[src/rtl/watch_disp_scan.sv]
// Six-digit multiplexed 7-segment scanner for the watch time digits, with a
// per-frame snapshot of the digits and a blinking colon.
// Optional: `define LEAD_ZERO_BLANK_EN blanks a zero hours-tens digit.
module watch_disp_scan #(
  parameter int unsigned SCAN_DIV  = 50000,
  parameter int unsigned BLANK_CYC = 4
) (
  input  logic       clk,
  input  logic       rst,
  input  logic [3:0] sec_1,
  input  logic [2:0] sec_10,
  input  logic [3:0] min_1,
  input  logic [2:0] min_10,
  input  logic [3:0] hour_1,
  input  logic [1:0] hour_10,
  output logic [5:0] an,
  output logic [6:0] seg,
  output logic       dp
);

  localparam int unsigned CNT_W  = (SCAN_DIV > 1) ? $clog2(SCAN_DIV) : 1;
  localparam int unsigned IDX_W  = 3;
  localparam int unsigned LAST_I = 5;

  typedef struct packed {
    logic [1:0] hour_10;
    logic [3:0] hour_1;
    logic [2:0] min_10;
    logic [3:0] min_1;
    logic [2:0] sec_10;
    logic [3:0] sec_1;
  } digits_t;

  logic [CNT_W-1:0] div_cnt;
  logic [IDX_W-1:0] idx;
  digits_t          cur_c;
  digits_t          samp;
  digits_t          shadow;
  logic             pend;

  logic             tick_c;
  logic             frame_c;
  logic             stable_c;
  logic             blank_c;
  logic [3:0]       digit_c;
  logic [5:0]       an_c;
  logic [6:0]       seg_c;
  logic             dp_c;

  assign cur_c    = {hour_10, hour_1, min_10, min_1, sec_10, sec_1};
  assign tick_c   = (div_cnt == CNT_W'(SCAN_DIV - 1));
  assign frame_c  = tick_c && (idx == IDX_W'(LAST_I));
  assign stable_c = (samp == cur_c);
  assign blank_c  = (BLANK_CYC != 0) && (div_cnt < CNT_W'(BLANK_CYC));

  // Slot prescaler and digit index
  always_ff @(posedge clk or negedge rst) begin
    if (!rst) begin
      div_cnt <= '0;
      idx     <= '0;
    end else if (tick_c) begin
      div_cnt <= '0;
      idx     <= (idx == IDX_W'(LAST_I)) ? '0 : idx + IDX_W'(1);
    end else begin
      div_cnt <= div_cnt + CNT_W'(1);
    end
  end

  // Inputs are ripple-clocked: only load the shadow when two samples agree
  always_ff @(posedge clk or negedge rst) begin
    if (!rst) begin
      samp   <= '0;
      shadow <= '0;
      pend   <= 1'b0;
    end else begin
      samp <= cur_c;
      if (pend) begin
        if (stable_c) begin
          shadow <= cur_c;
          pend   <= 1'b0;
        end
      end else if (frame_c) begin
        if (stable_c) shadow <= cur_c;
        else          pend   <= 1'b1;
      end
    end
  end

  // Digit select, decode, colon and anode drive
  always_comb begin
    digit_c = 4'hF;
    seg_c   = 7'h7F;
    dp_c    = 1'b1;
    an_c    = 6'h3F;
    case (idx)
      3'd0:    digit_c = shadow.sec_1;
      3'd1:    digit_c = 4'(shadow.sec_10);
      3'd2:    digit_c = shadow.min_1;
      3'd3:    digit_c = 4'(shadow.min_10);
      3'd4:    digit_c = shadow.hour_1;
      3'd5:    digit_c = 4'(shadow.hour_10);
      default: digit_c = 4'hF;
    endcase
    case (digit_c)
      4'd0:    seg_c = 7'h40;
      4'd1:    seg_c = 7'h79;
      4'd2:    seg_c = 7'h24;
      4'd3:    seg_c = 7'h30;
      4'd4:    seg_c = 7'h19;
      4'd5:    seg_c = 7'h12;
      4'd6:    seg_c = 7'h02;
      4'd7:    seg_c = 7'h78;
      4'd8:    seg_c = 7'h00;
      4'd9:    seg_c = 7'h10;
      default: seg_c = 7'h7F;
    endcase
    if (((idx == 3'd2) || (idx == 3'd4)) && !shadow.sec_1[0]) dp_c = 1'b0;
`ifdef LEAD_ZERO_BLANK_EN
    if ((idx == IDX_W'(LAST_I)) && (shadow.hour_10 == 2'd0)) begin
      seg_c = 7'h7F;
      dp_c  = 1'b1;
    end
`endif
    if (!blank_c) an_c = ~(6'b1 << idx);
  end

  always_ff @(posedge clk or negedge rst) begin
    if (!rst) begin
      an  <= 6'h3F;
      seg <= 7'h7F;
      dp  <= 1'b1;
    end else begin
      an  <= an_c;
      seg <= seg_c;
      dp  <= dp_c;
    end
  end

endmodule

[config.mk]
export PLATFORM = sky130hd
export DESIGN_NAME = watch_disp_scan
export DESIGN_NICKNAME = d
export VERILOG_FILES = /design/src/rtl/watch_disp_scan.sv
export SDC_FILE = /design/constraint.sdc
export NUM_CORES = 1
export LEC_CHECK = 0
export ABC_AREA = 1
export CAP_MARGIN = 40
export CORE_UTILIZATION = 45
export CTS_BUF_LIST = sky130_fd_sc_hd__clkbuf_2 sky130_fd_sc_hd__clkbuf_4 sky130_fd_sc_hd__clkbuf_8
export CTS_CLUSTER_SIZE = 20
export DETAILED_ROUTE_END_ITERATION = 16
export GPL_ROUTABILITY_DRIVEN = 0
export PLACE_DENSITY = 0.66
export SYNTH_ARGS = -nofsm -noshare
export SYNTH_HDL_FRONTEND = slang
export SYNTH_SLANG_ARGS = --single-unit
[constraint.sdc]
create_clock -name clk -period 4.4 [get_ports clk]
set_input_delay 0.66 -clock clk [delete_from_list [all_inputs] [get_ports clk]]
set_output_delay 0.66 -clock clk [all_outputs]
set_load 0.01 [all_outputs]
==> flow_metrics.py <==
metrics = {
    "yosys": {
        "yosysTopAreaCellShare_pct": 42.24,
        "synth_most_common_cell": "nand2_1",
        "synth_cell_types": 30,
        "yosysWarnings": 0,
        "synth-edff-count": 0,
        "yosys_register_bits": 74,
        "syn_nets": 456,
        "synthFlopType": "dfrtp_1",
        "synth_area_leaders": "dfrtp_1 (42%), nand2_1 (14%), dfstp_2 (10%)",
        "netlist_top_cells_count": "nand2_1 (135), dfrtp_1 (60), inv_1 (49)",
        "synthCells": 429,
        "synth.largest_area_cell": "dfrtp_1",
        "netlist_area_um2": 3555,
        "async_reset_ff_share_pct": 100.0,
        "avgSynthCellArea_um2": 8.286,
        "ys_seq_area_share_pct": 52.59,
    },
    "setup_path": {
        "startpoint": "idx[2]",
        "worstSetupStartpointType": "flop",
        "worstRegToRegCells": 11,
        "r2r-start": "idx[2]",
        "path_class": "reg -> reg",
        "path_max_fanout": 8,
        "critPathCaptureType": "flop",
        "cp.arrival_ps": 2690,
        "r2r_slack_ps": 2000,
        "cp.required_ps": 4690,
        "rr_endpoint": "seg[1]",
    },
    "clock_tree": {
        "cts_tree": "done",
        "clk_latency_ps": 350,
        "cts_buffers": 9,
        "clkTransAtPathRegs_ps": 80,
        "postCtsSetupRepairBufs": 0,
        "clock-sinks": 74,
        "root_buffer": "clkbuf_8",
        "ctsResizeCount": 0,
        "ctsHoldBuffers": 0,
        "cts_buffer_depth": 2,
        "cts_max_level": 3,
    },
    "worst_hold_path": {
        "hold_path.class": "in -> async",
    },
    "detailed_routing": {
        "wl_per_cell_um": 11.71,
        "drtIter0Drc": 99,
        "num_vias": 2807,
        "drc": 0,
        "first_pass_iters": 4,
        "vias_per_cell": 4.865,
        "finalWirelength_um": 6758,
        "antenna_left": 0,
    },
    "sta": {
        "tightest_slew_ps": 733.6,
        "setup_tns_ps": 0,
        "setup_violations": 0,
        "min_period_ps": 2402,
        "maxSlewHeadroom_pct": 51.09,
        "hold_viol": 0,
        "skew_ps": 10.60,
        "fin_hold_ws_ps": 185.1,
        "fmax_mhz": 416.3,
        "rsz0062_at_grt": "no",
        "setup_slack_ps": 1998,
        "slew_viol_final": 0,
        "finalCritPeriodShare_pct": 54.59,
    },
    "power": {
        "cellPowerDensity_nw_per_um2": 304.0,
        "total_power_mw": 1.276,
        "cellLeakagePower_nw": 2.127,
        "peakVddDrop_v": 0.0002062,
    },
    "final_layout": {
        "area_growth_syn_to_layout_pct": 18.06,
        "multiInputGateArea_um2": 1436,
        "fillers": 747,
        "drive_gt1_share_pct": 10.95,
        "seq_area_um2": 1869,
        "n_antenna_cell": 0,
        "post-route-util_pct": 54.59,
        "nets": 498,
    },
    "floorplanning": {
        "fp.dieW_um": 90.88,
        "start_util_pct": 46.24,
        "core_region_area_um2": 7687,
        "die_h_um": 90.88,
        "rows": 32,
        "io-pin-count": 36,
        "die_area_um2": 8258,
    },
    "global_routing": {
        "grt_pass1_vias": 2598,
        "grt_max_degree": 63,
        "grt.total_usage_pct": 18.35,
        "grt-ovfl-total": 0,
        "grt_pass1_wl_um": 11930,
        "antenna_found_initial": 0,
    },
    "status": {
        "status": "finished clean",
    },
    "place": {
        "io_buffers": 35,
        "hpwl_um": 5050,
        "dp_worst_setup_slack_ps": 1668,
    },
    "job": {
        "drv_cap": 0,
    },
}
cells in the final DEF, fill, tap and decap left out, types with 2 or more instances in the layout:
cell type,count
nand2_1,135
dfrtp_1,60
inv_1,49
nand3_1,46
nor2_1,41
clkdlybuf4s50_1,34
dfstp_2,14
nand4_1,13
xnor2_1,13
clkbuf_8,9
a21oi_1,7
inv_2,5
nor3_1,5
xor2_1,5
ha_1,5
clkinv_2,3
nor4_1,3
or2_2,3
buf_4,3
nor2_2,2
nor3_2,2
nor2_4,2
o21ai_0,2
o21bai_1,2
critical path, cell delays in order, from the launching register on:
cell and delay, ps:
dfrtp_1 520, clkinv_2 180, ha_1 320, nor2_1 200
nand2_1 120, nand2_1 70, nor2_1 40, nand2_1 110
inv_1 100, ha_1 320, or2_2 290, nand2_1 70
final cells by class:
| cell class | instances | share of cell area [%] |
|---|---|---|
| timing repair buffer | 38 | 8.766 |
| sequential | 74 | 44.54 |
| multi-input combinational | 293 | 34.23 |
| inverter | 55 | 4.949 |
| clock buffer | 10 | 3.131 |
| tap | 102 | 3.041 |
| clock inverter | 5 | 1.342 |
report_power, final:
| part | total, mW | leakage [nW] | internal (mW) | switching (mW) |
|---|---|---|---|---|
| Sequential | 0.695 | 0.918 | 0.690 | 0.00471 |
| Clock | 0.504 | 0.0955 | 0.264 | 0.240 |
| Combinational | 0.0772 | 1.11 | 0.0336 | 0.0436 |
| Total | 1.28 | 2.13 | 0.987 | 0.289 |
kinds of logic after synthesis:
family          Yosys count  synth area share, %
simple gates            254                31.15
flops                    74                52.59
buf+inv                  62                7.005
fa+ha+maj                 5                1.760
compound gates           16                3.062
xor+xnor                 18                4.435
metrics by stage:
step,instance area [um2],cells
after global placement,4009,562
after CTS,4197,577
after floorplan,3555,429
after detailed placement,4009,562
after global routing,4197,577
final,4197,577
state kept, by name (all words and copies together), names as in the netlist:
name and cells:
samp 20, pend 1, an 6, shadow 20
idx 3, dp 1, div_cnt 16, seg 7
per-layer routing:
layer,vias to the layer above,share of wire [%],GRT usage (%)
li1,1433,-,-
met1,1299,49,24.64
met2,63,45,28.54
met3,12,4.4,5.808
met4,0,1.5,5.423
met5,-,0,0
worst max-delay path by stage:
stage                     slack (ps)    endpoint  cells after the start
after floorplan                 2410      seg[1]                     12
after global placement          1690  shadow[17]                      9
after detailed placement        1670   shadow[6]                      9
after CTS                       2020      seg[1]                     11
after global routing            1800  shadow[13]                      9
final                           2000      seg[1]                     11
(Power assumes the default switching activity.)
